--- src/rtl/truth_table_sweeper.sv ---
// Sweeps all 16 input vectors of a 4-input combinational block, samples f at the end of
// each hold window, and compares the captured truth table against an expected one.
module truth_table_sweeper #(
   parameter int HOLD_CYCLES = 4
) (
   input  logic        clk,
   input  logic        rst,
   input  logic        start,
   input  logic        abort,
   input  logic [15:0] exp_tt,
   input  logic        f,
   output logic        x1,
   output logic        x2,
   output logic        x3,
   output logic        x4,
   output logic        busy,
   output logic        done,
   output logic        pass,
   output logic [15:0] tt,
   output logic [4:0]  mismatch_cnt,
   output logic [3:0]  first_fail_idx,
   output logic        first_fail_valid
);

   localparam logic [7:0] HOLD_LAST = 8'(HOLD_CYCLES - 1);

   typedef enum logic [1:0] {
      IDLE   = 2'd0,
      SETTLE = 2'd1,
      DONE   = 2'd2
   } state_t;

   state_t      state;
   logic [3:0]  idx;
   logic [7:0]  hold_cnt;
   logic [15:0] exp_q;

   logic        hold_end;
   logic        sample_miss;
   logic [4:0]  cnt_next;

   // At most 16 misses fit in 5 bits, so the running count can never wrap.
   function automatic logic [4:0] count_miss(input logic [4:0] cnt, input logic miss);
      return cnt + {4'd0, miss};
   endfunction

   always_comb begin
      hold_end    = (hold_cnt == HOLD_LAST);
      sample_miss = f ^ exp_q[idx];
      cnt_next    = count_miss(mismatch_cnt, sample_miss);
   end

   always_ff @(posedge clk) begin
      if (rst) begin
         state            <= IDLE;
         idx              <= 4'd0;
         hold_cnt         <= 8'd0;
         exp_q            <= 16'd0;
         {x1, x2, x3, x4} <= 4'd0;
         busy             <= 1'b0;
         done             <= 1'b0;
         pass             <= 1'b0;
         tt               <= 16'd0;
         mismatch_cnt     <= 5'd0;
         first_fail_idx   <= 4'd0;
         first_fail_valid <= 1'b0;
      end else begin
         case (state)
            IDLE, DONE: begin
               if (start) begin
                  exp_q            <= exp_tt;
                  tt               <= 16'd0;
                  mismatch_cnt     <= 5'd0;
                  first_fail_idx   <= 4'd0;
                  first_fail_valid <= 1'b0;
                  idx              <= 4'd0;
                  hold_cnt         <= 8'd0;
                  {x1, x2, x3, x4} <= 4'd0;
                  busy             <= 1'b1;
                  done             <= 1'b0;
                  pass             <= 1'b0;
                  state            <= SETTLE;
               end
            end

            SETTLE: begin
               // Abort wins over everything, including the final sample edge; partial results stay.
               if (abort) begin
                  state            <= IDLE;
                  busy             <= 1'b0;
                  done             <= 1'b0;
                  pass             <= 1'b0;
                  {x1, x2, x3, x4} <= 4'd0;
               end else if (!hold_end) begin
                  hold_cnt <= hold_cnt + 8'd1;
               end else begin
                  tt[idx]      <= f;
                  mismatch_cnt <= cnt_next;
                  hold_cnt     <= 8'd0;
                  if (sample_miss && !first_fail_valid) begin
                     first_fail_idx   <= idx;
                     first_fail_valid <= 1'b1;
                  end
                  if (idx == 4'd15) begin
                     state            <= DONE;
                     busy             <= 1'b0;
                     done             <= 1'b1;
                     pass             <= (cnt_next == 5'd0);
                     {x1, x2, x3, x4} <= 4'd0;
                  end else begin
                     idx              <= idx + 4'd1;
                     {x1, x2, x3, x4} <= idx + 4'd1;
                  end
               end
            end

            default: state <= IDLE;
         endcase
      end
   end

endmodule

--- config.mk ---
export PLATFORM = sky130hd
export DESIGN_NAME = truth_table_sweeper
export DESIGN_NICKNAME = d
export VERILOG_FILES = /design/src/rtl/truth_table_sweeper.sv
export SDC_FILE = /design/constraint.sdc
export NUM_CORES = 1
export LEC_CHECK = 0
export ABC_AREA = 1
export BUFFER_PORTS_ARGS = -buffer_cell sky130_fd_sc_hd__buf_2
export CORE_MARGIN = 2
export CORE_UTILIZATION = 48
export CTS_BUF_LIST = sky130_fd_sc_hd__clkbuf_4 sky130_fd_sc_hd__clkbuf_8 sky130_fd_sc_hd__clkbuf_16
export CTS_CLUSTER_SIZE = 30
export DETAILED_ROUTE_END_ITERATION = 8
export HOLD_SLACK_MARGIN = 0.08
export PLACE_DENSITY = 0.76
export SLEW_MARGIN = 20
export SYNTH_ARGS = -nofsm -noshare
export SYNTH_HDL_FRONTEND = slang
export SYNTH_SLANG_ARGS = --single-unit
--- constraint.sdc ---
create_clock -name clk -period 3.25 [get_ports clk]
set_input_delay 0.4875 -clock clk [delete_from_list [all_inputs] [get_ports clk]]
set_output_delay 0.4875 -clock clk [all_outputs]
set_load 0.1 [all_outputs]
Word level (Yosys, flattened, before mapping)
Index checks and enable logic that the tools add are counted.
{ "word_totals": {"ff_bits": 63, "in_bits": 21, "elab_cells": 112, "output_inout_bits": 33} }
{ "classes": {"add_sub_neg": 3, "order_cmp": 2, "reduce_logical": 15, "n_bitwise": 1, "n_mux": 65, "n_eq_ne": 11} }
{ "op_table": {"columns": ["cell", "count"], "rows": [
  ["two-way mux 16 bit", 3],
  ["one-hot mux 16 bit (2 select lines)", 1],
  ["two-way mux 1 bit", 28],
  ["two-way mux 4 bit", 7],
  ["two-way mux 8 bit", 3],
  ["bitwise mux 16 bit", 1],
  ["one-hot mux 1 bit (2 select lines)", 8],
  ["one-hot mux 4 bit (2 select lines)", 2],
  ["one-hot mux 8 bit (2 select lines)", 1],
  ["two-way mux 5 bit", 3],
  ["inequality test 2 bit (second input constant)", 5],
  ["one-hot mux 5 bit (2 select lines)", 1],
  ["AND reduction 5 bit", 2],
  ["AND reduction 3 bit", 3],
  ["adder 8 x 1 -> 8 bit (second input constant)", 1],
  ["== test 8 x 2 -> 1 bit (second input constant)", 1],
  ["two-way mux 2 bit", 4],
  ["AND reduction 4 bit", 2],
  ["inequality test 3 bit (second input constant)", 2],
  ["adder 5 x 1 -> 5 bit", 1],
  ["zero test 5 bit", 1],
  ["< comparator 4 x 5 -> 1 bit (second input constant)", 1],
  ["adder 4 x 1 -> 4 bit (second input constant)", 1],
  ["binary-select mux 1 bit (select 4 bit)", 1],
  ["other kinds (13)", 14]
]} }

Logic depth before layout (Yosys ltp)
{ "logic_depth": {"ltp_word": 9, "depth_mapped": 18} }

Worst setup path after synthesis
No wires, ideal clock.
{ "synth_timing": {"kind": "reg-to-reg", "start": "register idx[0]", "end": "register pass", "period_less_slack_ns": 2.281, "path_stages_with_launch": 19, "path_slack_ns": 0.969, "arrival_time_ns": 2.210, "required_time_ns": 3.180, "path_cell_list": "dfxtp_1 buf_2 inv_2 buf_4 nand2_1 nand3_1 nand2_1 nand2_1 nand2_1 nor2_1 nand2_1 and2_1 ha_1 ha_1 nand3_1 xor2_1 nor3_1 nand3_1 a21oi_1"} }
{ "synth_via": {"elab_chain_cells": 9, "word_cells_on_any_way": 12} }
{ "synth_rtl": {"columns": ["item", "line", "source"], "rows": [
  ["start: declaration", "34", "logic [3:0] idx;"],
  ["start signal: assignment", "111", "idx <= idx + 4'd1;"],
  ["binary-select mux 1 bit (select 4 bit)", "49", "sample_miss = f ^ exp_q[idx];"],
  ["two-way mux 1 bit (not written as such)", "49", null],
  ["XOR 1 bit", "49", null],
  ["adder 5 x 1 -> 5 bit", "44", "return cnt + {4'd0, miss};"],
  ["zero test 5 bit", "108", "pass <= (cnt_next == 5'd0);"],
  ["two-way mux 1 bit", "104", "if (idx == 4'd15) begin"],
  ["two-way mux 1 bit", "94", "end else if (!hold_end) begin"],
  ["two-way mux 1 bit", "88", "if (abort) begin"],
  ["one-hot mux 1 bit (2 select lines)", "68", "case (state)"],
  ["end signal: assignment", "108", null],
  ["end: declaration", "18", "output logic pass,"]
]} }
Several ways; a longest one is shown, not always the timed one. The select of a mux whose other input is x is not followed.
A chain may end at the register's enable or synchronous reset.

Final worst setup path
Ends and elaborated chain as after synthesis.

==> results.md <==
- Status: finished clean
- Overflow after GRT: 0
- Post-synthesis mux area share: 0%
- Kind of critical path: flop to flop
- Flop-to-flop setup slack: 0.70 ns
- Initial core utilization: 49.8%
- Total GRT Usage: 22.3%
- Core box area: 5920 µm²
- Max-slew violations: 0
- # diodes: 0
- Post-Syn Area: 2950 µm²
- Critical path endpoint category: flop
- RSZ-0062 raised after global routing: false
- Clock Skews: 0.00737 ns
- Critical Path RT: 3.52 ns
- Hold Path Class: input port to flop
- Detail Route Antenna Nets: 0
- Clock sinks: 63
- I/O pin count: 54
- Synth-to-Final Area Change: 17.5%
- Post-Place Cell Area: 3250 µm²
- Synth Area in Compound Gates: 18.5%
- Filler Cell Count: 569
- Crit start category: flop
- Peak VDD IR: 0.278 mV
- Clock Pin Slew Worst Setup and Hold Paths: 0.07 ns
- Top layer in use: met4
- Site Rows: 28
- Register area share after synthesis: 42.7%
- Layout cells sized above 1: 18.1%
- Worst path cell trace: inv_2, nand2_1, nand3_1, nand2_1, nand2_1, nand2_1, nor2_1, nand2_1, and2_1, ha_1, ha_1, nand3_1, xor2_1, nor3_1, nand3_1, a21oi_1
- Max FO, Critical Path: 14
- Via Count: 2829
- Register area: 1260 µm²
- Largest family of logic cells by synthesized area: simple AND/OR/NAND/NOR gates
- Placed insts: 529
- Final Hold Violating Endpoints: 0
- Syn avg cell area: 7.13 µm²
- Worst slew pin tran: 0.668 ns
- Fmax: 0.393 GHz
- Syn. warnings: 0
- R2r startpoint: idx[0]$_SDFFE_PP0P_
- Clock tree root driver cell: clkbuf_8
- Final instance area: 3470 µm²
- # Post-CTS Setup Buffers: 0
- First-pass GRT wire length: 11700 µm
- Port Buf Inserts: 53
- GPL Wtd Cong: 0.880
- Die X: 82.4 µm
- XOR/XNOR Fraction of Synth Area: 1.48%
- Maxcap violations: 0
- Top_reg_cell synth: dfxtp_1
- Metal2 WL: 3200 µm
- Drt pass-1 iters: 5
- Top delay family on crit path: simple AND/OR/NAND/NOR gates
- Die area: 6790 µm²
- Total Nets Final: 493
- Arrival time worst endpoint: 2.82 ns
- R2r endpoint: pass$_SDFFE_PP0P_
- CTS resizes: 0
- Post-synthesis net count: 442
- WL/cell: 12.4 µm
- Worst-Skew Late Latency: 0.34 ns
- Worst setup endpoint: pass$_SDFFE_PP0P_
- Clock tree buffer depth: 2
- Largest net degree at the start of global routing: 34
- Iter 0 DRT Violations: 224
- Setup TNS: 0 ns
- Vias in the first global route: 2656
- Initial antenna violation count: 0
- Dpl hpwl: 4840 µm
- Post-synthesis instance total: 414
- TritonCTS Buffers: 9
- Hold Buf Count CTS: 0
- Synth Area in Adders: 2.97%
- Critical path depth: 16
- Proportion of synthesized flip-flops having asynchronous set or reset: 0%
- Most frequent CP cell: nand2_1
- Crit path launch: idx[0]$_SDFFE_PP0P_
- Worst stage delay on the critical path: 0.55 ns
- Die Ht: 82.4 µm
- Number of flops mapped to enable cells by yosys: 0
- Leakage power: 1.52 nW
- DRT met1 WL: 3080 µm
- Worst slew margin: 55.4%
- Tcrit/Tclk final: 78.4%
- Routed WL: 6780 µm
- Synth Area in Simple Gates: 25.1%
- Cell area power density: 529 nW/µm²
- Critical path buffers and inverters: 1
- Met3 wire len: 377 µm
- CP max-delay cell: dfxtp_1
- CTS tree: yes
- Final Power: 0.00183 W
- DR vias/cell: 5.19
- H-tree Lvls: 3
- Final cell count without fillers: 545
- Reg2reg path depth: 16
- Multi-input logic area: 1420 µm²
- Final setup viols: 0
- # DRC: 0
- Synth Register Bits: 63
- Period minus WS final: 2.55 ns
- Synth unique cells: 32
- Hold_ws: 0.425 ns
stage by stage:
stage	setup slack (ns)	utilization, %
4_1_cts	0.739	58.5
5_1_grt	0.374	58.5
6_report	0.703	58.5
3_5_place_dp	0.777	54.9
2_1_floorplan	0.969	-
3_3_place_gp	0.898	54.9
cell usage in the layout, fill, tap and decap left out, types with 2 or more instances in the layout:
master | synthesis | routed
nand2_1 | 84 | 84
dfxtp_1 | 63 | 63
buf_2 | 3 | 53
a21oi_1 | 52 | 52
inv_1 | 47 | 47
nor2_1 | 38 | 38
o21ai_0 | 36 | 36
nand3_1 | 31 | 31
clkbuf_8 | 0 | 12
ha_1 | 7 | 7
inv_2 | 6 | 6
o21ai_1 | 6 | 6
xor2_1 | 4 | 4
nor3_1 | 3 | 3
nor4_1 | 2 | 2
nor2_8 | 2 | 2
nand2_2 | 2 | 2
o22ai_1 | 2 | 2
a211oi_1 | 2 | 2
o21a_1 | 2 | 2
clkinv_2 | 0 | 2
buf_4 | 1 | 2
layout make-up:
type	count	share of cell area (%)
Tap cell	75	2.71
Clock inverter	3	1.16
Clock buffer	13	4.98
Timing Repair Buffer	55	8.09
Multi-Input combinational cell	283	40.9
Inverter	53	5.74
Sequential cell	63	36.4
cells by family after synthesis:
group	after synthesis
simple gates	168
compound gates	103
buf+inv	68
flops	63
fa+ha+maj	7
xor+xnor	5
sequential cells by signal, summed over array words and instances, names as in the netlist, 2 cells and up:
register        flops
state               2
mismatch_cnt        5
exp_q              16
hold_cnt            8
tt                 16
first_fail_idx      4
idx                 4
metal layers:
metal | GRT usage [%] | up-vias
met5 | 0 | -
met4 | 8.00 | 0
met1 | 27.3 | 1288
met3 | 6.96 | 13
li1 | - | 1442
met2 | 37.0 | 86
cell usage after synthesis, types with 3 or more instances:
library cell	instances	area (µm²)
ha_1	7	87.6
buf_2	3	15.0
nand2_1	84	315
o21ai_0	36	180
a21oi_1	52	260
clkbuf_1	10	37.5
nor3_1	3	15.0
inv_1	47	176
nand3_1	31	155
dfxtp_1	63	1260
xor2_1	4	35.0
nor2_1	38	143
o21ai_1	6	30.0
inv_2	6	22.5
where the power goes:
| part | internal [W] | total, W | switching [W] |
|---|---|---|---|
| sequential | 0.000804 | 0.000824 | 0.0000196 |
| clock | 0.000423 | 0.000721 | 0.000298 |
| combinational | 0.0000794 | 0.000291 | 0.000211 |
worst register-to-register path, delay by kind of cell, from the launching register on:
family	cells	cell delay [ns]
buffers and inverters	1	0.21
adder cells (fa/ha/maj)	2	0.37
AO/OA/AOI/OAI	1	0.13
flip-flops	1	0.55
AND/OR/NAND/NOR	11	1.04
XOR/XNOR	1	0.17
how the worst min path moves through the flow:
stage | startpoint | depth (start not counted) | slack, ns | end
2_1_floorplan | exp_q[14]$_SDFFE_PP0P_ | 2 | 0.43 | exp_q[14]$_SDFFE_PP0P_
3_3_place_gp | first_fail_idx[1]$_SDFFE_PP0P_ | 2 | 0.45 | first_fail_idx[1]$_SDFFE_PP0P_
3_5_place_dp | exp_q[3]$_SDFFE_PP0P_ | 2 | 0.45 | exp_q[3]$_SDFFE_PP0P_
4_1_cts | exp_tt[9] | 3 | 0.42 | exp_q[9]$_SDFFE_PP0P_
5_1_grt | exp_tt[5] | 3 | 0.44 | exp_q[5]$_SDFFE_PP0P_
6_report | exp_tt[9] | 3 | 0.43 | exp_q[9]$_SDFFE_PP0P_
No activity file was read; power rests on OpenSTA's default activity.
